[src/rtl/vmul16_seq_ctrl.sv]
// Sequencer that computes an unsigned 16x16 product by issuing four 8x8 partial
// products to one shared multiplier and accumulating the shifted results.
module vmul16_seq_ctrl #(
    parameter int MUL_PIPE = 0
) (
    input  logic        clk,
    input  logic        rst_n,
    input  logic        in_valid,
    output logic        in_ready,
    input  logic [15:0] in_a,
    input  logic [15:0] in_b,
    output logic        out_valid,
    input  logic        out_ready,
    output logic [31:0] out_p,
    output logic        busy,
    output logic [7:0]  mul_a,
    output logic [7:0]  mul_b,
    input  logic [15:0] mul_p
);

    typedef enum logic [1:0] {
        IDLE,
        RUN,
        DONE
    } state_t;

    state_t      state;
    state_t      state_next;
    logic [1:0]  step;
    logic        phase;
    logic [15:0] a_reg;
    logic [15:0] b_reg;
    logic [15:0] pipe_reg;
    logic [31:0] acc;
    logic [31:0] out_p_reg;

    logic [15:0] term;
    logic [31:0] term_shifted;
    logic [31:0] acc_sum;
    logic        acc_en;

    always_ff @(posedge clk or negedge rst_n) begin
        if (!rst_n) begin
            state <= IDLE;
        end else begin
            state <= state_next;
        end
    end

    // With the pipe stage, only phase 1 of each step accumulates; phase 0 captures.
    always_comb begin
        state_next = state;
        in_ready   = 1'b0;
        out_valid  = 1'b0;
        busy       = 1'b1;
        mul_a      = 8'h00;
        mul_b      = 8'h00;
        acc_en     = 1'b0;
        case (state)
            IDLE: begin
                in_ready = 1'b1;
                busy     = 1'b0;
                if (in_valid) begin
                    state_next = RUN;
                end
            end
            RUN: begin
                mul_a  = step[0] ? a_reg[15:8] : a_reg[7:0];
                mul_b  = step[1] ? b_reg[15:8] : b_reg[7:0];
                acc_en = (MUL_PIPE == 0) || phase;
                if (acc_en && (step == 2'd3)) begin
                    state_next = DONE;
                end
            end
            DONE: begin
                out_valid = 1'b1;
                if (out_ready) begin
                    state_next = IDLE;
                end
            end
            default: begin
                state_next = IDLE;
            end
        endcase
    end

    always_comb begin
        term         = (MUL_PIPE != 0) ? pipe_reg : mul_p;
        term_shifted = 32'h0;
        case (step)
            2'd0:    term_shifted = {16'h0000, term};
            2'd1:    term_shifted = {8'h00, term, 8'h00};
            2'd2:    term_shifted = {8'h00, term, 8'h00};
            default: term_shifted = {term, 16'h0000};
        endcase
        acc_sum = acc + term_shifted;
    end

    always_ff @(posedge clk or negedge rst_n) begin
        if (!rst_n) begin
            step      <= 2'd0;
            phase     <= 1'b0;
            a_reg     <= 16'h0000;
            b_reg     <= 16'h0000;
            pipe_reg  <= 16'h0000;
            acc       <= 32'h0;
            out_p_reg <= 32'h0;
        end else begin
            case (state)
                IDLE: begin
                    if (in_valid) begin
                        a_reg <= in_a;
                        b_reg <= in_b;
                        acc   <= 32'h0;
                        step  <= 2'd0;
                        phase <= 1'b0;
                    end
                end
                RUN: begin
                    if (acc_en) begin
                        acc   <= acc_sum;
                        step  <= step + 2'd1;
                        phase <= 1'b0;
                        if (step == 2'd3) begin
                            out_p_reg <= acc_sum;
                        end
                    end else begin
                        pipe_reg <= mul_p;
                        phase    <= 1'b1;
                    end
                end
                default: begin
                end
            endcase
        end
    end

    assign out_p = out_p_reg;

endmodule

[config.mk]
export PLATFORM = sky130hd
export DESIGN_NAME = vmul16_seq_ctrl
export DESIGN_NICKNAME = d
export VERILOG_FILES = /design/src/rtl/vmul16_seq_ctrl.sv
export SDC_FILE = /design/constraint.sdc
export NUM_CORES = 1
export LEC_CHECK = 0
export CORE_MARGIN = 5
export CORE_UTILIZATION = 28
export CTS_CLUSTER_DIAMETER = 50
export CTS_CLUSTER_SIZE = 12
export DETAILED_ROUTE_END_ITERATION = 6
export GPL_ROUTABILITY_DRIVEN = 0
export GPL_TIMING_DRIVEN = 1
export REMOVE_ABC_BUFFERS = 1
export SLEW_MARGIN = 0
export SYNTH_ARGS = -nofsm -noshare
export SYNTH_HDL_FRONTEND = slang
export SYNTH_SLANG_ARGS = --single-unit
export TNS_END_PERCENT = 5
[constraint.sdc]
create_clock -name clk -period 10.3 [get_ports clk]
set_clock_uncertainty 0.15 [all_clocks]
set_input_delay 1.545 -clock clk [delete_from_list [all_inputs] [get_ports clk]]
set_output_delay 1.545 -clock clk [all_outputs]
set_load 0.02 [all_outputs]
==> run summary, run 1 <==
synth warn: 0
asr flop ratio synth: 100%
synthesis-to-finish area growth: 25.0%
row count: 54
# setup viols final: 0
Max Fclk: 0.224 GHz
vias in the first global route: 5150
routed wl met3: 1310 um
HPWL after detailed placement: 12900 um
Via density: 4.99
synthesized instance count: 662
pwr dens: 385 nW/um^2
nature of the critical path endpoint: flip-flop
grt ovf: 0
die area: 24900 sq um
Int Pwr: 1.54 mW
part of the power in registers: 24.4%
GRT Total Usage: 14.2%
Slew headroom: 28.3%
CTS buffer count: 9
unrepaired setup endpoints after global routing: no
status: finished clean
most frequent cells in the layout: clkdlybuf4s50_1, dfrtp_1, nand2_1
share of post-route cells with drive strength above 1: 9.68%
Power, Total: 2.95 mW
Final Util: 35.3%
max-slew violations: 0
Max rail drop VDD: 0.000200 V
CTS tree: done
Yosys top cell by area: dfrtp_1
initial antenna violation count: 1
final worst slack: 5.84 ns
endpoints failing hold: 0
1st-iter DRT viols: 402
clk root buf: clkbuf_16
I/O Buffers: 102
EDFF count, synth: 0
Max clock buf depth: 2
WL met1: 8050 um
Initial Utilization: 28.2%
residual DRC count: 0
Area contributors post-synth: dfrtp_1, ha_1, mux2_2, nand2_1, o21ai_0
kind of critical path: flip-flop to flip-flop
post-synthesis cell type count: 58
# Post-CTS Setup Buffers: 0
HP Class: flip-flop to flip-flop
Clk network pwr share: 11.0%
min cycle time layout: 4.46 ns
max-cap violation count: 0
Antenna Violating Nets Remaining: 0
final instance area: 7650 sq um
Hold Buf Count CTS: 0
H-tree Lvls: 3
DR pass1 iterations: 5
leakage power: 3.30 nW
CP startpoint kind: flip-flop
Mapped Area: 6120 sq um
Clock Pin Slew Worst Setup and Hold Paths: 0.07 ns
CP Data Arrival Time: 4.51 ns
final WL: 17200 um
metal2 WL: 7400 um
CTS resizes: 0
uppermost layer routed: met5
antenna cells: 0
flops & latches, synth: 100
first-pass GRT wire length: 27800 um
Worst Max-Slew Pin Slew: 1.07 ns
WL per Instance: 16.8 um
Final TNS setup: 0 ns
CTS sink count: 100
vias after detailed routing: 5105
Ports: 103
critical path fanouts, max: 25
Yosys top cell area share: 40.9%
hold slack: 0.328 ns
die width: 158 um
placed cell areas: 7380 sq um
largest net degree at the start of global routing: 65
combinational share of power: 64.6%
DIE HEIGHT: 158 um
worst skew pair latency: 0.36 ns
most common cell after layout, fill and taps aside: clkdlybuf4s50_1
Mean Syn Cell Area: 9.25 sq um
core area: 21700 sq um
fin crit share: 43.3%
final net count: 827
Finished Layout Cells: 1024
Place WS: 5.63 ns
register area share after synthesis: 40.9%
dpl cells: 1009
Req. time, crit path: 10.35 ns
Main synth FF type: dfrtp_1
Psw: 1.41 mW
Sw Ratio: 47.7%
synthesized netlist by cell type (4+ instances only):
master	n
a21o_1	14
a21oi_1	40
a21oi_2	4
a22o_1	8
a22oi_1	8
and2_1	15
and3_1	5
buf_2	4
clkbuf_1	32
dfrtp_1	100
ha_1	34
inv_1	11
mux2_2	32
mux2i_1	19
nand2_1	84
nand2b_1	4
nand3_1	31
nand4_1	9
nor2_1	46
nor2b_1	5
nor3_1	7
o211ai_1	5
o21ai_0	50
o21ai_1	19
o21bai_1	9
xnor2_1	17
xor2_1	9
power groups by stage:
stage                     Sequential, mW  Clock [mW]  Combinational (mW)
after floorplan                    0.764           0                1.23
after global placement             0.724           0                1.89
after detailed placement           0.728           0                1.91
after CTS                          0.723       0.337                1.91
after global routing               0.747       0.350                2.10
final                              0.720       0.323                1.90
final timing paths:
| path | slack [ns] | cells past startpoint | to | start |
|---|---|---|---|---|
| setup / recovery | 5.84 | 11 | out_p[28] | step[0] |
| hold / removal | 0.33 | 2 | out_p[19] | out_p[19] |
| setup reg to reg | 5.84 | 11 | out_p[28] | step[0] |
| hold reg to reg | 0.33 | 2 | out_p[19] | out_p[19] |
| max in group asynchronous | 7.79 | 2 | acc[29] | rst_n |
| min in group asynchronous | 1.05 | 1 | acc[11] | rst_n |
kinds of logic after synthesis:
| logic type | Yosys count | synth area share, % |
|---|---|---|
| multiplexers | 51 | 8.99 |
| AO/OA/AOI/OAI | 185 | 19.6 |
| adder cells (fa/ha/maj) | 35 | 7.28 |
| buffers and inverters | 49 | 3.09 |
| AND/OR/NAND/NOR | 216 | 16.4 |
| XOR/XNOR | 26 | 3.72 |
| flip-flops | 100 | 40.9 |
final cells by class:
class	count	area, sq um
clock inverter	5	37.5
inverter	11	41.3
clock buffer	10	239
timing repair buffer	105	1040
multi-input combinational	513	3440
fill	2224	14000
tap	280	350
sequential	100	2500
metal layers:
metal / vias to the layer above / GRT usage (%)
li1: 2520 / -
met1: 2399 / 19.2
met2: 156 / 21.5
met3: 28 / 4.48
met4: 2 / 5.04
met5: - / 0
worst max-delay path, cell delays in order, from the launching register on:
cell     delay, ns
dfrtp_1       0.74
ha_1          0.84
nor2b_1       0.35
a22o_1        0.30
ha_1          0.45
nand2_1       0.13
nor2_1        0.17
nand2_1       0.09
o41ai_2       0.60
a21oi_1       0.17
xor2_1        0.21
o21ai_1       0.08
(Power assumes the default switching activity.)
==> inputs of run 2 (changes only) <==
==> constraint.sdc (replaced) <==
create_clock -name clk -period 3.79 [get_ports clk]
set_clock_uncertainty 0.15 [all_clocks]
set_input_delay 0.5685 -clock clk [delete_from_list [all_inputs] [get_ports clk]]
set_output_delay 0.5685 -clock clk [all_outputs]
set_load 0.02 [all_outputs]
==> run 2 against run 1 <==
Against the previous run:
- sequential share of layout area shrank 0.65 points
- routed wire length increased by 0.73%
- worst hold slack lost 0.19 ns
- maximum frequency up 28%
- setup slack got worse by 5.5 ns
- clock power rose to 3.0 times the previous value
- critical path type unchanged
- highest routed layer unchanged
==> run summary, run 2 (synthesized netlist as in run 1, its figures left out) <==
Final TNS setup: 0 ns
Slew headroom: 39.7%
clk root buf: clkbuf_16
Finished Layout Cells: 1039
max-slew violations: 0
Clock Pin Slew Worst Setup and Hold Paths: 0.07 ns
first-pass GRT wire length: 28300 um
most common cell after layout, fill and taps aside: clkdlybuf4s50_1
# setup viols final: 0
antenna cells: 0
CTS buffer count: 9
worst skew pair latency: 0.36 ns
CTS tree: done
DIE HEIGHT: 158 um
Initial Utilization: 28.2%
grt ovf: 0
min cycle time layout: 3.48 ns
Max Fclk: 0.288 GHz
status: finished clean
I/O Buffers: 102
1st-iter DRT viols: 314
Req. time, crit path: 3.87 ns
CP startpoint kind: flip-flop
Max rail drop VDD: 0.000419 V
DR pass1 iterations: 5
Worst Max-Slew Pin Slew: 0.904 ns
Antenna Violating Nets Remaining: 0
fin crit share: 91.7%
# Post-CTS Setup Buffers: 0
fillcell total: 2240
H-tree Lvls: 3
Hold Buf Count CTS: 0
dpl cells: 1023
die area: 24900 sq um
row count: 54
vias after detailed routing: 5186
WL per Instance: 16.7 um
nature of the critical path endpoint: flip-flop
final WL: 17300 um
unrepaired setup endpoints after global routing: no
die width: 158 um
most frequent cells in the layout: clkdlybuf4s50_1, dfrtp_1, nand2_1
Max clock buf depth: 2
CTS resizes: 0
max-cap violation count: 0
GRT Total Usage: 14.4%
core area: 21700 sq um
largest net degree at the start of global routing: 60
residual DRC count: 0
final net count: 841
share of post-route cells with drive strength above 1: 11.5%
synthesis-to-finish area growth: 27.6%
vias in the first global route: 5321
HP Class: primary input to asynchronous set/reset pin
Via density: 4.99
Ports: 103
CP Data Arrival Time: 3.55 ns
HPWL after detailed placement: 13300 um
CTS sink count: 100
initial antenna violation count: 1
critical path fanouts, max: 8
endpoints failing hold: 0
pwr dens: 1060 nW/um^2
kind of critical path: flip-flop to flip-flop
leakage power: 3.40 nW
## run 2: changes by cell type in the layout (fill, tap and decap cells not counted), sizes merged
cell and change:
bufinv +1, inv +3, clkinvlp -2, buf +14, clkinv -1
## run 2: power breakdown
group          internal, mW  total, mW  switching [mW]
logic                  2.22       5.36            3.14
clock network         0.543      0.983           0.440
registers              1.61       1.90           0.290
total                  4.38       8.25            3.87
## run 2: worst max-delay path, cell delays in order (launching register included)
cell and delay, ns:
dfrtp_1 0.41, inv_1 0.06, ha_1 0.28, nor2b_1 0.13
buf_4 0.18, a22o_1 0.23, ha_1 0.37, a21oi_1 0.26
o21ai_0 0.22, a211oi_2 0.23, a211oi_1 0.15, a311o_1 0.39
xnor2_1 0.20, o21ai_1 0.08
## run 2: through the flow
stage	power, mW	util [%]	hold WS [ns]	instance area, sq um	setup WS (ns)
3_5_place_dp	7.28	34.6	0.319	7490	0.212
3_3_place_gp	7.24	34.6	0.312	7490	0.247
2_1_floorplan	5.43	-	0.123	5970	0.275
5_1_grt	8.96	36.0	0.194	7810	0.127
4_1_cts	8.32	36.0	0.169	7810	0.341
6_report	8.25	36.0	0.136	7810	0.313
## run 2: final timing paths
kind | to | slack, ns | cells after the start | from
setup reg to reg | out_p[30] | 0.31 | 13 | step[1]
hold reg to reg | out_p[10] | 0.33 | 2 | out_p[10]
hold / removal | out_p[10] | 0.14 | 1 | rst_n
setup / recovery | out_p[30] | 0.31 | 13 | step[1]
min in group clk | out_p[10] | 0.33 | 2 | out_p[10]
max in group asynchronous | out_p[27] | 2.52 | 2 | rst_n
## run 2: cell type report
cell class	count	area [sq um]	share of cell area [%]
Tap cell	280	350	4.49
Sequential cell	100	2500	32.0
Multi-Input combinational cell	513	3440	44.1
Inverter	11	41.3	0.529
Clock buffer	10	239	3.06
Clock inverter	6	76.3	0.977
Timing Repair Buffer	119	1160	14.8
## run 2: metal layers
metal | GRT usage [%] | share of wire, % | vias to the layer above
met3 | 4.67 | 8.1 | 36
li1 | - | - | 2552
met4 | 5.41 | 2.9 | 2
met2 | 22.1 | 43 | 167
met5 | 0 | 0.075 | -
met1 | 18.9 | 46 | 2429
